### src/rtl/wide_add_sequencer_pkg.sv
// Shared constants for the wide-add sequencer and the adder it drives.
// Holds the FSM encoding and the default slice geometry and watchdog limit.
package wide_add_sequencer_pkg;

   localparam int DEF_N       = 8;
   localparam int DEF_WORDS   = 4;
   localparam int DEF_TIMEOUT = 8;

   typedef enum logic [1:0] {
      IDLE  = 2'd0,
      ISSUE = 2'd1,
      WAIT  = 2'd2,
      DONE  = 2'd3
   } seqState_t;

   // Slice index width, kept at least one bit so a single-slice build still elaborates.
   function automatic int idxWidth(input int words);
      return (words > 1) ? $clog2(words) : 1;
   endfunction

endpackage

### src/rtl/wide_add_sequencer_if.sv
// Requester-side and adder-side bundles of the wide-add sequencer.
// master drives the request (requester) or the issue (sequencer); slave is the other end.
interface wide_add_sequencer_if
   import wide_add_sequencer_pkg::*;
#(
   parameter int N     = DEF_N,
   parameter int WORDS = DEF_WORDS
);
   logic               iStart;
   logic               iCarryIn;
   logic [N*WORDS-1:0] iA;
   logic [N*WORDS-1:0] iB;
   logic               oBusy;
   logic               oDone;
   logic               oError;
   logic [N*WORDS-1:0] oSum;
   logic               oCarryOut;

   modport master (
      output iStart, iCarryIn, iA, iB,
      input  oBusy, oDone, oError, oSum, oCarryOut
   );

   modport slave (
      input  iStart, iCarryIn, iA, iB,
      output oBusy, oDone, oError, oSum, oCarryOut
   );
endinterface

interface wide_add_sequencer_add_if
   import wide_add_sequencer_pkg::*;
#(
   parameter int N = DEF_N
);
   logic         oAddValid;
   logic [N-1:0] oAddX;
   logic [N-1:0] oAddY;
   logic         oAddCarryIn;
   logic [N-1:0] iAddZ;
   logic         iAddCarryOut;
   logic         iAddReady;

   modport master (
      output oAddValid, oAddX, oAddY, oAddCarryIn,
      input  iAddZ, iAddCarryOut, iAddReady
   );

   modport slave (
      input  oAddValid, oAddX, oAddY, oAddCarryIn,
      output iAddZ, iAddCarryOut, iAddReady
   );
endinterface

### src/rtl/wide_add_sequencer_add_watchdog.sv
// Clearable cycle counter that flags when TIMEOUT-1 counted cycles have elapsed.
// Latency: oExpired is a compare on the registered count, valid the cycle it is reached.
// Backpressure: none; the counter saturates at the compare value until cleared.
module add_watchdog
   import wide_add_sequencer_pkg::*;
#(
   parameter int TIMEOUT = DEF_TIMEOUT
)(
   input  logic clk,
   input  logic resetn,
   input  logic iClear,
   input  logic iCount,
   output logic oExpired
);
   localparam int CW = (TIMEOUT > 1) ? $clog2(TIMEOUT) : 1;

   logic [CW-1:0] count;

   always_ff @(posedge clk or negedge resetn) begin
      if (!resetn) begin
         count <= '0;
      end else if (iClear) begin
         count <= '0;
      end else if (iCount && !oExpired) begin
         count <= count + 1'b1;
      end
   end

   assign oExpired = (count == CW'(TIMEOUT - 1));

endmodule

### src/rtl/wide_add_sequencer.sv
// Adds two N*WORDS operands by walking N-bit slices LSB first through a shared adder.
// Latency: WORDS*(L+1)+1 cycles from iStart to oDone for an adder of latency L.
// Backpressure: none; iStart is dropped while oBusy, a stalled adder trips oError.
module wide_add_sequencer
   import wide_add_sequencer_pkg::*;
#(
   parameter int N       = DEF_N,
   parameter int WORDS   = DEF_WORDS,
   parameter int TIMEOUT = DEF_TIMEOUT
)(
   input logic                      clk,
   input logic                      resetn,
   wide_add_sequencer_if.slave      req,
   wide_add_sequencer_add_if.master add
);
   localparam int            IW       = idxWidth(WORDS);
   localparam logic [IW-1:0] LAST_IDX = IW'(WORDS - 1);

   seqState_t          state;
   logic [N*WORDS-1:0] opA;
   logic [N*WORDS-1:0] opB;
   logic [N*WORDS-1:0] sum;
   logic [IW-1:0]      idx;
   logic               carry;
   logic               error;
   logic               busy;
   logic               done;
   logic               addValid;
   logic               wdClear;
   logic               wdCount;
   logic               wdExpired;

   assign wdClear = (state == ISSUE);
   assign wdCount = (state == WAIT);

   add_watchdog #(
      .TIMEOUT(TIMEOUT)
   ) uWatchdog (
      .clk     (clk),
      .resetn  (resetn),
      .iClear  (wdClear),
      .iCount  (wdCount),
      .oExpired(wdExpired)
   );

   always_ff @(posedge clk or negedge resetn) begin
      if (!resetn) begin
         state    <= IDLE;
         opA      <= '0;
         opB      <= '0;
         sum      <= '0;
         idx      <= '0;
         carry    <= 1'b0;
         error    <= 1'b0;
         busy     <= 1'b0;
         done     <= 1'b0;
         addValid <= 1'b0;
      end else begin
         done     <= 1'b0;
         addValid <= 1'b0;
         case (state)
            IDLE: begin
               if (req.iStart) begin
                  opA      <= req.iA;
                  opB      <= req.iB;
                  carry    <= req.iCarryIn;
                  sum      <= '0;
                  idx      <= '0;
                  error    <= 1'b0;
                  busy     <= 1'b1;
                  addValid <= 1'b1;
                  state    <= ISSUE;
               end
            end
            ISSUE: begin
               state <= WAIT;
            end
            WAIT: begin
               // A result arriving on the timeout cycle still counts.
               if (add.iAddReady) begin
                  sum[int'(idx)*N +: N] <= add.iAddZ;
                  carry                 <= add.iAddCarryOut;
                  if (idx == LAST_IDX) begin
                     done  <= 1'b1;
                     state <= DONE;
                  end else begin
                     idx      <= idx + 1'b1;
                     addValid <= 1'b1;
                     state    <= ISSUE;
                  end
               end else if (wdExpired) begin
                  error <= 1'b1;
                  done  <= 1'b1;
                  state <= DONE;
               end
            end
            DONE: begin
               busy  <= 1'b0;
               state <= IDLE;
            end
            default: begin
               busy  <= 1'b0;
               state <= IDLE;
            end
         endcase
      end
   end

   assign req.oBusy     = busy;
   assign req.oDone     = done;
   assign req.oError    = error;
   assign req.oSum      = sum;
   assign req.oCarryOut = carry;

   assign add.oAddValid   = addValid;
   assign add.oAddX       = opA[int'(idx)*N +: N];
   assign add.oAddY       = opB[int'(idx)*N +: N];
   assign add.oAddCarryIn = carry;

endmodule

### src/flat_wrapper.sv
// flat-port wrapper written by rule: the top's interface ports become plain ports
module wide_add_sequencer_flat import wide_add_sequencer_pkg::*;
#(
   parameter int N       = DEF_N,
   parameter int WORDS   = DEF_WORDS,
   parameter int TIMEOUT = DEF_TIMEOUT
)
  (clk, resetn, req_iStart, req_iCarryIn, req_iA, req_iB, req_oBusy, req_oDone, req_oError, req_oSum, req_oCarryOut, add_oAddValid, add_oAddX, add_oAddY, add_oAddCarryIn, add_iAddZ, add_iAddCarryOut, add_iAddReady);
  wide_add_sequencer_if #(.N(N), .WORDS(WORDS)) req_i ();
  wide_add_sequencer_add_if #(.N(N)) add_i ();
  input logic clk;
  input logic resetn;
  input wire logic [$bits(req_i.iStart)-1:0] req_iStart;
  input wire logic [$bits(req_i.iCarryIn)-1:0] req_iCarryIn;
  input wire logic [$bits(req_i.iA)-1:0] req_iA;
  input wire logic [$bits(req_i.iB)-1:0] req_iB;
  output wire logic [$bits(req_i.oBusy)-1:0] req_oBusy;
  output wire logic [$bits(req_i.oDone)-1:0] req_oDone;
  output wire logic [$bits(req_i.oError)-1:0] req_oError;
  output wire logic [$bits(req_i.oSum)-1:0] req_oSum;
  output wire logic [$bits(req_i.oCarryOut)-1:0] req_oCarryOut;
  output wire logic [$bits(add_i.oAddValid)-1:0] add_oAddValid;
  output wire logic [$bits(add_i.oAddX)-1:0] add_oAddX;
  output wire logic [$bits(add_i.oAddY)-1:0] add_oAddY;
  output wire logic [$bits(add_i.oAddCarryIn)-1:0] add_oAddCarryIn;
  input wire logic [$bits(add_i.iAddZ)-1:0] add_iAddZ;
  input wire logic [$bits(add_i.iAddCarryOut)-1:0] add_iAddCarryOut;
  input wire logic [$bits(add_i.iAddReady)-1:0] add_iAddReady;
  assign req_i.iStart = req_iStart;
  assign req_i.iCarryIn = req_iCarryIn;
  assign req_i.iA = req_iA;
  assign req_i.iB = req_iB;
  assign req_oBusy = req_i.oBusy;
  assign req_oDone = req_i.oDone;
  assign req_oError = req_i.oError;
  assign req_oSum = req_i.oSum;
  assign req_oCarryOut = req_i.oCarryOut;
  assign add_oAddValid = add_i.oAddValid;
  assign add_oAddX = add_i.oAddX;
  assign add_oAddY = add_i.oAddY;
  assign add_oAddCarryIn = add_i.oAddCarryIn;
  assign add_i.iAddZ = add_iAddZ;
  assign add_i.iAddCarryOut = add_iAddCarryOut;
  assign add_i.iAddReady = add_iAddReady;
  wide_add_sequencer #(.N(N), .WORDS(WORDS), .TIMEOUT(TIMEOUT)) u_core (.clk(clk), .resetn(resetn), .req(req_i), .add(add_i));
endmodule
### config.mk
export PLATFORM = sky130hd
export DESIGN_NAME = wide_add_sequencer_flat
export DESIGN_NICKNAME = d
export VERILOG_FILES = /design/src/rtl/wide_add_sequencer_pkg.sv /design/src/rtl/wide_add_sequencer_if.sv /design/src/rtl/wide_add_sequencer_add_watchdog.sv /design/src/rtl/wide_add_sequencer.sv /design/src/flat_wrapper.sv
export SDC_FILE = /design/constraint.sdc
export NUM_CORES = 1
export LEC_CHECK = 0
export CORE_AREA = 2 2 130 164
export CTS_CLUSTER_DIAMETER = 50
export DETAILED_ROUTE_END_ITERATION = 6
export DIE_AREA = 0 0 132 166
export GPL_ROUTABILITY_DRIVEN = 0
export GPL_TIMING_DRIVEN = 0
export PLACE_DENSITY_LB_ADDON = 0.15
export SYNTH_ARGS = -nofsm -noshare
export SYNTH_HDL_FRONTEND = slang
export SYNTH_HIERARCHICAL = 1
export SYNTH_SLANG_ARGS = --single-unit
### constraint.sdc
create_clock -name clk -period 5.7 [get_ports clk]
set_input_delay 0.57 -clock clk [delete_from_list [all_inputs] [get_ports clk]]
set_output_delay 0.57 -clock clk [all_outputs]
set_load 0.05 [all_outputs]
After elaboration in Yosys (flattened, before gate mapping):

Index checks and enable logic that the tools add are counted.

* bits in latches: 0
* output and inout port bits: 54
* flip-flop bits (word level): 108
* input port bits: 78
* bits in read-only memories: 0
* memory bits (writable): 0
* memories kept: 0

* div/mod/pow operators: 0
* shift-type cells: 4
* $mul: 0
* add/sub/neg operators: 3
* reductions and logical operators: 12
* mux-type cells: 32
* order comparisons: 0
* bitwise gates (word level): 0
* equal/unequal tests: 11

Operator list (number)
* $mux 32: 2
* $pmux 32 s2: 1
* $shiftx 32x6->8: 2
* $neg 5->33: 1
* $shift 8x33->32 const A: 1
* $shiftx 8x33->32: 1
* $bwmux 32: 1
* $mux 2: 7
* $mux 1: 13
* $ne 2x2->1 const B: 4
* $pmux 1 s2: 4
* $pmux 2 s4: 1
* $reduce_and 4->1: 2
* $eq 2x2->1 const B: 3
* $mux 3: 2
* $reduce_and 2->1: 3
* $reduce_bool 2->1: 3
* $pmux 2 s2: 1
* $add 3x1->3 const B: 1
* $eq 3x3->1 const B: 1
* $ne 3x2->1 const B: 1
* $reduce_and 3->1: 1
* $add 2x1->2 const B: 1
* $eq 2x1->1 const B: 1
* 4 further kinds: 4

Depth between registers and ports, before layout:

* depth after elaboration: 5
* gate-level depth with buffers: 10
* gate-level depth less buffers: 5

Cells and area by module:

Netlist, hierarchy kept.

By module, submodules not included
* wide_add_sequencer: instances 1, area each 4818.4 um2, cells an instance 337
* add_watchdog: instances 1, area each 183.9 um2, cells an instance 15

Worst setup path before layout:

OpenSTA, ideal clock, no wires.

* path kind: reg-to-reg
* from: register u_core.idx[1]
* to: register u_core.sum[28] (netlist: u_core/req.oSum[28])
* slack: 3083 ps
* data required time: 5633 ps
* cell stages (with the launch flop): 11
* arrival time: 2549 ps
* cell sequence: dfrtp_1 > clkbuf_1 > buf_1 > inv_1 > ha_1 > buf_6 > or3b_1 > buf_6 > buf_8 > nor4_1 > mux2_1

* cells in the longest elaborated chain, start to end: 5

RTL lines
* start: declaration: RTL line wide_add_sequencer.sv:23 `logic [IW-1:0] idx;`
* start signal: assignment: RTL line wide_add_sequencer.sv:87 `idx <= idx + 1'b1;`
* $neg 5->33 *: RTL line wide_add_sequencer.sv:81 `sum[int'(idx)*N +: N] <= add.iAddZ;`
* $shiftx 8x33->32 / $shift 8x33->32 (equally long branches): RTL line wide_add_sequencer.sv:81
* $bwmux 32 *: RTL line wide_add_sequencer.sv:81
* $mux 32 *: RTL line wide_add_sequencer.sv:80 `if (add.iAddReady) begin`
* $pmux 32 s2 *: RTL line wide_add_sequencer.sv:61 `case (state)`
* end signal: indexed assignment: RTL line wide_add_sequencer.sv:81
* end: declaration: RTL line wide_add_sequencer.sv:22 `logic [N*WORDS-1:0] sum;`

Every way passes the cells marked *; elsewhere a longest branch is shown, timed or not. The select of a mux whose other input is x is not followed.
A chain may end at the register's enable or synchronous reset.

Worst setup path after layout:

* from: register u_core.idx[1]
* to: output add_oAddX[7]

* cells in the longest elaborated chain, start to end: 1

RTL lines
* $shiftx 32x6->8: RTL line wide_add_sequencer.sv:116 `assign add.oAddX = opA[int'(idx)*N +: N];`
* end: declaration: RTL line flat_wrapper.sv:23 `output wire logic [$bits(add_i.oAddX)-1:0] add_oAddX;`

Every way passes these cells.

==> flow_summary_export.csv <==
group,metric,value,unit
power_and_ir_drop,pwr-share-seq,32.4,%
detailed_routing,wl_per_cell,17.0,µm
placed_design,postPlaceCellArea,6680,µm²
layout,diodes,0,
placed_design,port_buffers,130,
worst_setup_path,cpMaxStageDelayCell,"clkdlybuf4s50_1",
synthesis,synth_warnings,6,
timing,clock_skew,9.18,ps
grt,grt_pass1_wl,21.1,mm
synthesis,avgSynthCellArea,14.2,µm²
timing,slew_headroom,48.2,%
detailed_routing,wl_met1,5.35,mm
power_and_ir_drop,intPower,2.23,mW
clock_tree,htreeDepth,3,
layout,layout_common_cells,"clkdlybuf4s50_1, dfrtp_1, mux2_2",
clock_tree,cts_tree,"done",
detailed_routing,vias,3361,
floorplanning,die_w,132,µm
floorplanning,die_h,166,µm
synthesis,netlist-cell-type-count,39,
clock_tree,cts_sinks,108,
clock_tree,cts_resized,0,
timing,final-max-slew-violation-count,0,
min_path,hold_class,"in -> async",
timing,setup_violations,0,
worst_setup_path,worst_ep_required_time,5130,ps
grt,grt_max_degree,81,
power_and_ir_drop,p_clk_share,17.7,%
worst_setup_path,end_kind,"output port",
detailed_routing,top_layer,"met4",
clock_tree,clk_latency,350,ps
clock_tree,cts_buffers,9,
grt,antenna_found_initial,0,
clock_tree,cts_root_buffer,"clkbuf_16",
power_and_ir_drop,p_leak,2.86,nW
layout,final_common_cell,"clkdlybuf4s50_1",
layout,nFillCells,2031,
detailed_routing,dr.first_iter.drc_count,73,
detailed_routing,finalWirelength,13.2,mm
detailed_routing,drcViolationCount,0,
timing,timing.hold.ws,92.7,ps
floorplanning,ios,132,
power_and_ir_drop,power.share.switching,40.0,%
grt,grt_pass1_vias,3779,
worst_setup_path,crit_chain,"clkbuf_1, buf_1, mux4_2, clkdlybuf4s50_1",
timing,fin_crit,3650,ps
detailed_routing,final_antenna_net_count,0,
synthesis,ys_seq_elements,108,
layout,design_area,6980,µm²
placed_design,dpl.hpwl,9.80,mm
timing,rsz0062_at_grt,"false",
floorplanning,initial_core_util,24.5,%
power_and_ir_drop,power_switching,1.49,mW
power_and_ir_drop,p_comb_share,49.9,%
synthesis,yosysSeqAreaShare,54.0,%
layout,drive_gt1_share,30.7,%
timing,period_share,64.0,%
layout,fin_util,34.2,%
clock_tree,clk_pin_slew,80,ps
worst_setup_path,reg2reg_slack,2170,ps
power_and_ir_drop,power_density,533,nW/µm²
layout,regArea,2700,µm²
detailed_routing,drt_pass1_iterations,4,
layout,nets,580,
worst_setup_path,worst_setup_path_start_kind,"flip-flop",
detailed_routing,wl_met3,820,µm
detailed_routing,wl_met2,6.76,mm
floorplanning,die-area,21900,µm²
synthesis,netlist_area,5000,µm²
run,max-cap-violations,0,
worst_setup_path,critical_path_buf_inv_count,3,
clock_tree,postCtsHoldBufs,0,
clock_tree,postCtsSetupRepairBufs,0,
grt,grt_usage,12.4,%
grt,grt_overflow,0,
timing,final_hold_viol_count,0,
worst_setup_path,cp_top_family,"buffers and inverters",
layout,syn2layout_area_growth,39.6,%
timing,fmax,0.274,GHz
status,status,"finished clean",
floorplanning,fp.coreArea,20400,µm²
worst_setup_path,cp.arrival,3080,ps
worst_setup_path,crit_type,"reg -> out",
detailed_routing,vias_per_cell,4.35,
floorplanning,rows,59,
clock_tree,cts_buffer_depth,2,
power_and_ir_drop,ir_drop,0.295,mV
worst_setup_path,critPathMaxFanout,10,
synthesis,synth_nets,438,
synthesis,syn-instance-count,352,
timing,worst_slew_pin_slew,776,ps
layout,multiInputGateArea,2100,µm²
worst_setup_path,slowest_delay,830,ps
## synthesized netlist by cell type, drive strengths merged
cell       n  area, µm²
nand3      3       15.0
nand2b     3       18.8
clkbuf     3       11.3
or4        1       7.51
nor2b      4       32.5
dfrtp    108       2700
nand2      4       15.0
mux2      97       1100
inv       15       58.8
a311oi     1       8.76
mux4      16        360
nor3       1       5.00
o2bb2ai    1       8.76
nor2      18       67.6
mux2i      2       20.0
nor4      16        100
o31ai      2       28.8
ha         8        100
o21ai      8       40.0
nand3b     8       60.1
buf       19        126
or3b       2       17.5
nor3b      2       15.0
nand4b     1       8.76
nand4bb    3       33.8
a21oi      5       36.3
a211oi     1       7.51
## worst register-to-register path, stage by stage (launching register included)
cell,delay (ps)
dfrtp_1,410
clkbuf_1,500
buf_1,650
inv_1,270
ha_1,360
buf_6,140
or3b_1,390
buf_6,150
buf_8,130
nor4_1,260
mux2_2,220
## per-stage QoR
| stage | setup WS, ps | power [mW] | instances | setup TNS, ps |
|---|---|---|---|---|
| global placement | -465 | 3.08 | 756 | -49450 |
| floorplan | 3080 | 2.52 | 352 | 0 |
| CTS | 1850 | 3.80 | 773 | 0 |
| detailed placement | 2010 | 3.11 | 757 | 0 |
| finish | 2050 | 3.72 | 773 | 0 |
| global route | 1820 | 3.95 | 773 | 0 |
## sequential cells by signal, summed over array words and instances (netlist names)
register,count
u_core/req.oDone,1
u_core/add.oAddCarryIn,1
u_core/uWatchdog/count,3
u_core/req.oBusy,1
u_core/opA,32
u_core/req.oSum,32
u_core/add.oAddValid,1
u_core/req.oError,1
u_core/idx,2
u_core/state,2
u_core/opB,32
## kinds of logic after synthesis
family,share of synthesized area (%)
mux,29.5
buf+inv,3.93
simple gates,7.93
compound gates,2.60
fa+ha+maj,2.00
flops,54.0
## final cells by class
type	instances	area share, %
flip-flops and latches	108	38.7
multi-input cells	207	30.1
repair buffers	131	19.0
well taps	274	4.91
clock buffers	9	3.22
plain buffers	22	1.97
clock inverters	7	1.20
inverters	15	0.842
## power groups by stage
stage / combinational (mW) / clock (mW) / sequential, mW
after floorplan: 1.25 / 0 / 1.28
after global placement: 1.87 / 0 / 1.21
after detailed placement: 1.88 / 0 / 1.23
after CTS: 1.89 / 0.691 / 1.21
after global routing: 1.98 / 0.724 / 1.25
final: 1.86 / 0.658 / 1.21
## final timing paths
| check | from | to | cells after the start |
|---|---|---|---|
| worst max-delay path | u_core/idx[1] | add_oAddX[7] | 4 |
| worst min-delay path | resetn | u_core/req.oDone | 1 |
| worst max register to register | u_core/idx[1] | u_core/req.oSum[5] | 10 |
| worst min register to register | u_core/req.oSum[28] | u_core/req.oSum[28] | 1 |
| max in group asynchronous | resetn | u_core/opA[19] | 2 |
| min in group clk | u_core/req.oSum[28] | u_core/req.oSum[28] | 1 |
## routing by layer
layer  global-route usage [%]  vias up
met2                     21.2       91
met5                        0        -
met4                     4.25        0
met3                     4.21       13
met1                     14.6     1700
li1                         -     1557
Note: power is estimated with default switching activity, not from simulation.
